--- src/rtl/alu_op_dispatch_if.sv ---
// Issue/return bundle between the ALU issue stage, the operand demux and the functional units.
// The slave modport is the dispatcher's view; the master modport is the surrounding ALU.
interface alu_op_dispatch_if #(
   parameter int DW = 16
);
   logic          in_valid;
   logic          in_ready;
   logic [2:0]    in_op;
   logic [DW-1:0] in_data;
   logic [DW-1:0] dmx_a;
   logic [2:0]    dmx_sel;
   logic [7:0]    unit_done;
   logic [DW-1:0] unit_result;
   logic          res_valid;
   logic          res_ready;
   logic [DW-1:0] res_data;
   logic [2:0]    res_op;
   logic          res_timeout;

   modport slave (
      input  in_valid, in_op, in_data, unit_done, unit_result, res_ready,
      output in_ready, dmx_a, dmx_sel, res_valid, res_data, res_op, res_timeout
   );

   modport master (
      output in_valid, in_op, in_data, unit_done, unit_result, res_ready,
      input  in_ready, dmx_a, dmx_sel, res_valid, res_data, res_op, res_timeout
   );
endinterface

--- src/rtl/alu_op_dispatch.sv ---
// Issue stage in front of the 1-to-8 operand demux: accepts one op, holds the demux
// inputs until the selected unit reports done (or times out), then returns the result.
//
// state | meaning
// IDLE  | in_ready high, waiting for an operation
// BUSY  | demux driven with held operand/select, waiting for unit_done[dmx_sel] or timeout
// RESP  | result (or abort) presented on res_*, waiting for res_ready
module alu_op_dispatch #(
   parameter int DW        = 16,
   parameter int TO_CYCLES = 255
) (
   input logic               clk,
   input logic               rst_n,
   alu_op_dispatch_if.slave  bus
);
   typedef enum logic [1:0] {IDLE, BUSY, RESP} state_t;

   localparam logic [15:0] TO_LAST = 16'(TO_CYCLES - 1);

   state_t      state;
   logic [15:0] cnt;

   always_ff @(posedge clk or negedge rst_n) begin
      if (!rst_n) begin
         state           <= IDLE;
         cnt             <= '0;
         bus.in_ready    <= 1'b1;
         bus.dmx_a       <= '0;
         bus.dmx_sel     <= '0;
         bus.res_valid   <= 1'b0;
         bus.res_data    <= '0;
         bus.res_op      <= '0;
         bus.res_timeout <= 1'b0;
      end else begin
         unique case (state)
            IDLE: begin
               if (bus.in_valid && bus.in_ready) begin
                  bus.dmx_sel  <= bus.in_op;
                  bus.dmx_a    <= bus.in_data;
                  bus.in_ready <= 1'b0;
                  cnt          <= '0;
                  state        <= BUSY;
               end
            end
            BUSY: begin
               // Only the selected unit can complete; done beats a coincident timeout.
               if (bus.unit_done[bus.dmx_sel]) begin
                  bus.res_data    <= bus.unit_result;
                  bus.res_op      <= bus.dmx_sel;
                  bus.res_timeout <= 1'b0;
                  bus.res_valid   <= 1'b1;
                  bus.dmx_a       <= '0;
                  state           <= RESP;
               end else if (cnt == TO_LAST) begin
                  bus.res_data    <= '0;
                  bus.res_op      <= bus.dmx_sel;
                  bus.res_timeout <= 1'b1;
                  bus.res_valid   <= 1'b1;
                  bus.dmx_a       <= '0;
                  state           <= RESP;
               end else if (cnt != 16'hFFFF) begin
                  cnt <= cnt + 16'd1;
               end
            end
            RESP: begin
               // dmx_sel stays put so the demux outputs do not glitch between ops.
               if (bus.res_ready) begin
                  bus.res_valid   <= 1'b0;
                  bus.res_timeout <= 1'b0;
                  bus.in_ready    <= 1'b1;
                  state           <= IDLE;
               end
            end
            default: state <= IDLE;
         endcase
      end
   end
endmodule
--- src/flat_wrapper.sv ---
// flat-port wrapper written by rule: the top's interface ports become plain ports
module alu_op_dispatch_flat 
#(
   parameter int DW        = 16,
   parameter int TO_CYCLES = 255
)
  (clk, rst_n, bus_in_valid, bus_in_op, bus_in_data, bus_unit_done, bus_unit_result, bus_res_ready, bus_in_ready, bus_dmx_a, bus_dmx_sel, bus_res_valid, bus_res_data, bus_res_op, bus_res_timeout);
  alu_op_dispatch_if #(.DW(DW)) bus_i ();
  input logic clk;
  input logic rst_n;
  input wire logic [$bits(bus_i.in_valid)-1:0] bus_in_valid;
  input wire logic [$bits(bus_i.in_op)-1:0] bus_in_op;
  input wire logic [$bits(bus_i.in_data)-1:0] bus_in_data;
  input wire logic [$bits(bus_i.unit_done)-1:0] bus_unit_done;
  input wire logic [$bits(bus_i.unit_result)-1:0] bus_unit_result;
  input wire logic [$bits(bus_i.res_ready)-1:0] bus_res_ready;
  output wire logic [$bits(bus_i.in_ready)-1:0] bus_in_ready;
  output wire logic [$bits(bus_i.dmx_a)-1:0] bus_dmx_a;
  output wire logic [$bits(bus_i.dmx_sel)-1:0] bus_dmx_sel;
  output wire logic [$bits(bus_i.res_valid)-1:0] bus_res_valid;
  output wire logic [$bits(bus_i.res_data)-1:0] bus_res_data;
  output wire logic [$bits(bus_i.res_op)-1:0] bus_res_op;
  output wire logic [$bits(bus_i.res_timeout)-1:0] bus_res_timeout;
  assign bus_i.in_valid = bus_in_valid;
  assign bus_i.in_op = bus_in_op;
  assign bus_i.in_data = bus_in_data;
  assign bus_i.unit_done = bus_unit_done;
  assign bus_i.unit_result = bus_unit_result;
  assign bus_i.res_ready = bus_res_ready;
  assign bus_in_ready = bus_i.in_ready;
  assign bus_dmx_a = bus_i.dmx_a;
  assign bus_dmx_sel = bus_i.dmx_sel;
  assign bus_res_valid = bus_i.res_valid;
  assign bus_res_data = bus_i.res_data;
  assign bus_res_op = bus_i.res_op;
  assign bus_res_timeout = bus_i.res_timeout;
  alu_op_dispatch #(.DW(DW), .TO_CYCLES(TO_CYCLES)) u_core (.clk(clk), .rst_n(rst_n), .bus(bus_i));
endmodule
--- config.mk ---
export PLATFORM = sky130hd
export DESIGN_NAME = alu_op_dispatch_flat
export DESIGN_NICKNAME = d
export VERILOG_FILES = /design/src/rtl/alu_op_dispatch_if.sv /design/src/rtl/alu_op_dispatch.sv /design/src/flat_wrapper.sv
export SDC_FILE = /design/constraint.sdc
export NUM_CORES = 1
export LEC_CHECK = 0
export ABC_AREA = 1
export CAP_MARGIN = 25
export CORE_UTILIZATION = 47
export DETAILED_ROUTE_END_ITERATION = 7
export PLACE_DENSITY = 0.91
export SYNTH_ARGS = -nofsm -noshare
export SYNTH_HDL_FRONTEND = slang
export SYNTH_SLANG_ARGS = --single-unit
--- constraint.sdc ---
create_clock -name clk -period 2.08 [get_ports clk]
set_clock_uncertainty 0.05 [all_clocks]
set_input_delay 0.416 -clock clk [delete_from_list [all_inputs] [get_ports clk]]
set_output_delay 0.416 -clock clk [all_outputs]
set_load 0.01 [all_outputs]
Word level (Yosys, flattened, before mapping) --
Index checks and enable logic that the tools add are counted.
Word-level totals: flip-flop bits (word level) 59, input bits 47, output and inout port bits 41
Cells by class: add/subtract/negate cells 1, $lt $le $gt $ge 1, eq/ne operators 10, mux-type cells 28, reduce and logical (&&, ||, !) cells 13
Operators by type and width (number):
- 16-bit two-way mux | 8
- 16-bit case mux with 2 select lines | 2
- 16-bit by 1-bit adder with 16-bit output (second input constant) | 1
- 16-bit by 8-bit == test with 1-bit output (second input constant) | 1
- 16-bit != test (second input constant) | 1
- 3-bit AND reduction | 4
- 2-bit two-way mux | 4
- 2-bit nonzero test | 4
- 1-bit two-way mux | 7
- 3-bit two-way mux | 2
- 2-bit != test (second input constant) | 3
- 1-bit case mux with 2 select lines | 3
- 2-bit case mux with 3 select lines | 1
- 5-bit AND reduction | 1
- 3-bit by 4-bit < comparator with 1-bit output (second input constant) | 1
- 2-bit by 1-bit != test with 1-bit output (second input constant) | 2
- 2-bit AND reduction | 2
- 1-bit binary-select mux with 3-bit select | 1
- 3-bit by 1-bit != test with 1-bit output (second input constant) | 1
- 2-bit by 1-bit == test with 1-bit output (second input constant) | 1
- 2-bit == test (second input constant) | 1
- 2-bit logical NOT | 1
- 1-bit logical AND | 1

Logic depth before layout (Yosys ltp) --
Gate-level depths: netlist of the first run.
depth after elaboration 5, depth in mapped cells 11

Worst setup path before layout of the first run --
OpenSTA, ideal clock, no wires.
path kind reg2reg, start point reg u_core.cnt[0], end point reg u_core.cnt[5], arrival time 1466 ps, required time 1913 ps, setup slack 447 ps, stages on the path, launching flop included 10, cell sequence dfrtp_1 ha_1 nand2_1 nor2_4 nand4_2 nor2_2 nand3_4 buf_2 nand3_1 nand2_1
Between the ends: longest elaborated chain between the ends 5, elaborated cells between the ends (all ways) 10, those cells by class add/sub (1); eq/ne (4); mux (4); reduce/logical (1)
Ends and longest elaborated chain:
- from (decl) | line alu_op_dispatch.sv:21 | logic [15:0] cnt;
- from (signal assigned) | line alu_op_dispatch.sv:62 | cnt <= cnt + 16'd1;
- 16-bit by 1-bit adder with 16-bit output | line alu_op_dispatch.sv:62
- 16-bit two-way mux | line alu_op_dispatch.sv:61 | end else if (cnt != 16'hFFFF) begin
- 16-bit two-way mux | line alu_op_dispatch.sv:54 | end else if (cnt == TO_LAST) begin
- 16-bit two-way mux | line alu_op_dispatch.sv:47 | if (bus.unit_done[bus.dmx_sel]) begin
- 16-bit case mux with 2 select lines | line alu_op_dispatch.sv:35 | unique case (state)
Parallel ways exist; a longest one is shown, timed or not. The select of a mux whose other input is x is not followed. A chain may end at the register's enable or synchronous reset.

Worst setup path in the final report of the first run --
start point reg u_core.bus.in_ready, end point out bus_in_ready
RTL lines:
- from (decl) | line alu_op_dispatch_if.sv:22 | output in_ready, dmx_a, dmx_sel, res_valid, res_data, res_op, res_timeout
- from (signal assigned) | line alu_op_dispatch.sv:27 | bus.in_ready <= 1'b1;
- from (signal assigned) | line alu_op_dispatch.sv:40 | bus.in_ready <= 1'b0;
- from (signal assigned) | line alu_op_dispatch.sv:70 | bus.in_ready <= 1'b1;
- to (decl) | line flat_wrapper.sv:17 | output wire logic [$bits(bus_i.in_ready)-1:0] bus_in_ready;
No word-level cell between the ends.

==> results of run 1 <==
-- sequential cells by signal, summed over array words and instances, names as in the netlist --
| name | cells |
|---|---|
| u_core.bus.dmx_sel | 3 |
| u_core.state | 2 |
| u_core.bus.res_timeout | 1 |
| u_core.bus.in_ready | 1 |
| u_core.bus.res_valid | 1 |
| u_core.bus.res_op | 3 |
| u_core.cnt | 16 |
| u_core.bus.res_data | 16 |
| u_core.bus.dmx_a | 16 |
-- stage by stage --
step	hold WS [ns]	utilization	setup slack, ns
6_report	0.00554	0.689	0.179
3_3_place_gp	0.380	0.655	0.156
3_5_place_dp	0.374	0.655	0.0994
5_1_grt	0.0328	0.689	0.00795
2_1_floorplan	0.0704	-	0.447
4_1_cts	0.00110	0.688	0.161
-- worst register-to-register path, stage by stage (launching register included) --
cell and delay [ns]:
dfrtp_1 0.41, ha_1 0.19, nand2_1 0.12, nor2_4 0.20, nand4_2 0.12, nor2_2 0.14
nand3_4 0.23, nand2_8 0.22, nand2_1 0.07, nand2_1 0.06
-- kinds of logic (layout without fill, tap and decap cells) --
group / count (synthesis) / in the layout / synth area share
AO/OA/AOI/OAI: 37 / 37 / 0.0664
adder cells (fa/ha/maj): 2 / 2 / 0.00845
buffers and inverters: 56 / 154 / 0.0778
flip-flops: 59 / 59 / 0.499
AND/OR/NAND/NOR: 236 / 236 / 0.348
-- cell usage in the layout, fill, tap and decap left out --
master             n
nor3_2             1
a21oi_1           10
buf_2              1
nor2_4             3
nor2_1            37
dfrtp_1           58
ha_1               2
or2_0              1
nand2_1          139
nor2_2             1
buf_4              6
bufinv_16          1
clkinv_2           3
clkdlybuf4s50_1   86
nand3_2            2
nand4_2            1
o21a_1             1
o311ai_0           1
buf_12             1
dfstp_2            1
nor3_1             1
clkbuf_8          10
nand3b_1           1
nand2_4            1
o21bai_1           2
nand3_4            1
nand2_2            3
o21ai_0           23
clkinvlp_4         1
inv_2              5
clkbuf_1           1
nand2_8            1
inv_1             39
nand3_1           43
-- synth_stat cells --
cell / instances
buf_2: 4
nand3_1: 43
clkbuf_1: 5
nand3_4: 1
nand2_4: 2
inv_1: 39
nor2_4: 3
o21bai_1: 2
dfstp_2: 1
nor2_2: 1
o311ai_0: 1
nand2_2: 3
nor3_1: 2
buf_4: 2
dfrtp_1: 58
nand2_1: 139
ha_1: 2
nand3b_1: 1
a21oi_1: 10
nor2_1: 37
buf_6: 1
o21a_1: 1
nand3_2: 2
nand4_2: 1
or2_0: 1
inv_2: 5
o21ai_0: 23
-- path summary, 6_finish.rpt --
path                                                       start                          endpoint  cells past startpoint
worst min-delay path                                       rst_n        u_core.cnt[10]$_DFFE_PN0P_                      1
max in group asynchronous                                  rst_n   u_core.bus.in_ready$_DFFE_PN1P_                      2
min in group clk                u_core.bus.dmx_a[13]$_DFFE_PN0P_  u_core.bus.dmx_a[13]$_DFFE_PN0P_                      2
worst max-delay path             u_core.bus.in_ready$_DFFE_PN1P_                      bus_in_ready                      1
worst min register to register  u_core.bus.dmx_a[13]$_DFFE_PN0P_  u_core.bus.dmx_a[13]$_DFFE_PN0P_                      2
worst max register to register         u_core.cnt[0]$_DFFE_PN0P_         u_core.cnt[5]$_DFFE_PN0P_                      9
-- per-layer routing --
metal | vias up | GRT usage
met5 | - | 0
met4 | 0 | 0.0821
met3 | 6 | 0.0865
met2 | 104 | 0.443
met1 | 1377 | 0.319
li1 | 1406 | -
-- layout make-up --
type                    instances  area share
clock buffers                  11      0.0343
multi-input cells             275       0.307
inverters                      44      0.0400
clock inverters                 5      0.0127
repair buffers                 94       0.226
well taps                      75      0.0227
flip-flops and latches         59       0.358
-- power breakdown --
group | switching (µW) | internal [µW]
clock | 458 | 579
combinational | 988 | 930
sequential | 251 | 1510
==> impl_metrics.yaml, run 1 <==
outcome:
  status: "finished, final reports clean"
layout:
  n_antenna_cell: 0
  finalInstanceArea_um2: 4130
  final_cells: 563
  drive_gt1_frac: 0.0881
  nNetsFinal: 532
  regArea_um2: 1480
  fillers: 432
  area_growth_pct: 39.4
  multi_input_comb_area_um2: 1270
drt:
  routed.top_layer: "met4"
  drtAntennaViolNets: 0
  drt_iter0_drc: 170
  met2WireLength_um: 3970
  met1Wirelength_um: 3180
  first_pass_iters: 4
  wl_um: 7830
  vias: 2893
  vias_per_cell: 5.14
  drc_errors: 0
  wl_per_cell_um: 13.9
  routed-wl-met3_um: 601
logic_synthesis:
  netlist_top_cells_area: "dfrtp_1, nand2_1, nand3_1"
  yosysTopAreaCell: "dfrtp_1"
  synth_nets: 439
  netlist_area_um2: 2960
  postSynthAreaPerCell_um2: 7.59
  yosys_warnings: 0
  synth_top_area_frac: 0.490
  synthCells: 390
  synth_cell_types: 27
  ys_seq_area_frac: 0.499
  synth_seq_cells: 59
floorplan:
  die_h_um: 81.4
  std_cell_rows: 28
  core_um2: 5990
  num_io_pins: 88
  start_util: 0.494
  die_width_um: 81.4
  die-area_um2: 6620
timing:
  rsz0062_at_grt: "false"
  timing.fmax_mhz: 526
  hold_viol: 0
  finalSetupViolCount: 0
  relSlewSlack: 0.638
  fin_crit_ns: 1.90
  min_period_over_period: 0.914
  fin_tns_setup_ns: 0
  slew_violations: 0
  tightest_slew_ns: 0.543
place:
  gp_congestion: 0.911
  io_buffer_count: 87
  hpwl_um: 5510
  place_inst: 547
  post_dp_cell_area_um2: 3930
cts:
  clk_latency_ns: 0.34
  postCtsSetupRepairBufs: 0
  clk_path_buf_depth: 2
  cts_made_buffers: 9
  clkTransAtPathRegs_ns: 0.07
  cts-root-buf: "clkbuf_8"
  hold_buffers: 0
  cts_sinks: 59
  ctsResizeCount: 0
  htreeDepth: 3
  cts_tree: "built"
grt:
  grt_pass1_wl_um: 13000
  grt-ovfl-total: 0
  track_usage: 0.264
  grt_pass1_vias: 2864
  grt_max_degree: 38
  antenna_found_initial: 0
worst_setup_path:
  critical-path-max-stage-delay_ns: 0.55
  end_kind: "output pin"
  path_class: "reg -> out"
  cp.arrival_ns: 1.44
  cp.required_ns: 1.61
  reg2reg_slack_ns: 0.20
  slowest_stage: "dfstp_2"
  crit_family: "flip-flops"
  cp_cell_sequence: "clkdlybuf4s50_1"
  crit_fanout: 3
  start_kind: "flip-flop"
  critPathBufInv: 1
worst_hold_path:
  hold_class: "in -> async"
power_and_ir_drop:
  p_leak_uw: 0.00201
  p_per_area_nw_per_um2: 1140
  total_power_uw: 4710
  ir_drop_uv: 874
run:
  max_cap_violations: 0
Power figures use the tool's default switching activity.
==> run 2: changes to the inputs <==
- PLACE_DENSITY: 0.91 -> 0.8
- SKIP_CTS_REPAIR_TIMING: unset -> 1
==> run 2 against run 1 <==
Combinational power hardly changed. Cell count stayed put. Global-route usage is 3.0 points lower.
==> impl_metrics.yaml, run 2 (same netlist as run 1, synthesis figures left out) <==
cts:
  cts_made_buffers: 9
  htreeDepth: 3
  clk_latency_ns: 0.33
  cts_sinks: 59
  cts_tree: "built"
  clkTransAtPathRegs_ns: 0.07
  clk_path_buf_depth: 2
  cts-root-buf: "clkbuf_8"
grt:
  grt-ovfl-total: 0
  track_usage: 0.234
  antenna_found_initial: 0
  grt_pass1_vias: 2677
  grt_max_degree: 37
  grt_pass1_wl_um: 11700
timing:
  rsz0062_at_grt: "false"
  tightest_slew_ns: 0.599
  fin_tns_setup_ns: 0
  hold-worst-slack_ns: 0.0315
  fin_crit_ns: 1.90
  timing.fmax_mhz: 525
  finalSetupViolCount: 0
  hold_viol: 0
  relSlewSlack: 0.600
  slew_violations: 0
  min_period_over_period: 0.916
power_and_ir_drop:
  switching_share: 0.343
  p_per_area_nw_per_um2: 1140
  clkPwrFrac: 0.234
  ir_drop_uv: 675
  power.switching_uw: 1620
  pwr-share-comb: 0.398
  p_leak_uw: 0.00202
  power_frac_seq: 0.368
  cell_internal_pwr_uw: 3110
worst_setup_path:
  critical-path-max-stage-delay_ns: 0.57
  critPathBufInv: 1
  crit_family: "buffers and inverters"
  path_class: "reg -> out"
  cp.required_ns: 1.61
  cp.arrival_ns: 1.44
  slowest_stage: "clkdlybuf4s50_1"
  end_kind: "output pin"
  crit_fanout: 3
  start_kind: "flip-flop"
  cp_cell_sequence: "clkdlybuf4s50_1"
floorplan:
  num_io_pins: 88
  core_um2: 5990
  start_util: 0.494
  die-area_um2: 6620
  die_h_um: 81.4
  die_width_um: 81.4
  std_cell_rows: 28
place:
  hpwl_um: 5120
  gp_congestion: 0.840
  io_buffer_count: 87
drt:
  wl_um: 7040
  vias_per_cell: 5.01
  drt_iter0_drc: 166
  vias: 2822
  drtAntennaViolNets: 0
  drc_errors: 0
  first_pass_iters: 4
  wl_per_cell_um: 12.5
worst_hold_path:
  hold_class: "in -> async"
layout:
  drive_gt1_frac: 0.0881
  layout_common_cells: "nand2_1, clkdlybuf4s50_1, dfrtp_1"
  n_antenna_cell: 0
  mostFrequentLayoutCell: "nand2_1"
  area_growth_pct: 40.2
  fillers: 481
  top_regs: "u_core.bus.dmx_a (16), u_core.bus.res_data (16), u_core.cnt (16)"
  nNetsFinal: 533
run:
  max_cap_violations: 0
outcome:
  status: "finished, final reports clean"
## run 2: metrics by stage
step                      total power (µW)  utilization  area [µm²]  cells  setup slack [ns]
after floorplan                       2660            -        2960    390             0.447
after global placement                3600        0.659        3950    548             0.127
after detailed placement              3650        0.659        3950    548            0.0656
after CTS                             4780        0.693        4150    563             0.163
after global routing                  5060        0.693        4150    563            0.0273
final                                 4730        0.693        4150    563             0.175
## run 2: layer usage
metal  part of all wire  vias to the layer above  routed length, µm  GRT usage
met5                  0                        -                  0          0
met4              0.016                        0                110     0.0911
met3              0.093                       13                653     0.0944
met2               0.47                       91               3310      0.361
met1               0.42                     1313               2960      0.293
li1                   -                     1405                  -          -
## run 2: layout make-up
| class | instances | area [µm²] | area share |
|---|---|---|---|
| clock inverter | 5 | 78.8 | 0.0190 |
| sequential | 59 | 1480 | 0.356 |
| timing repair buffer | 95 | 951 | 0.229 |
| clock buffer | 10 | 128 | 0.0307 |
| tap | 75 | 93.8 | 0.0226 |
| inverter | 44 | 165 | 0.0398 |
| multi-input combinational | 275 | 1260 | 0.303 |
## run 2: worst paths after layout
check                                                     end                       startpoint  cells after the start  slack, ns
max in group asynchronous    u_core.bus.dmx_a[10]$_DFFE_PN0P_                            rst_n                      2       1.36
min reg2reg                   u_core.bus.in_ready$_DFFE_PN1P_  u_core.bus.in_ready$_DFFE_PN1P_                      2       0.42
min                        u_core.bus.res_data[9]$_DFFE_PN0P_                            rst_n                      1       0.03
max                                              bus_in_ready  u_core.bus.in_ready$_DFFE_PN1P_                      1       0.18
max reg2reg                         u_core.cnt[5]$_DFFE_PN0P_        u_core.cnt[0]$_DFFE_PN0P_                      9       0.19
min in group clk              u_core.bus.in_ready$_DFFE_PN1P_  u_core.bus.in_ready$_DFFE_PN1P_                      2       0.42
## run 2: power by group through the flow
| stage | Clock, µW | Sequential, µW | Combinational [µW] |
|---|---|---|---|
| floorplan | 0 | 1880 | 786 |
| global placement | 0 | 1740 | 1860 |
| detailed placement | 0 | 1750 | 1900 |
| CTS | 1130 | 1740 | 1910 |
| global route | 1180 | 1790 | 2090 |
| finish | 1110 | 1740 | 1890 |
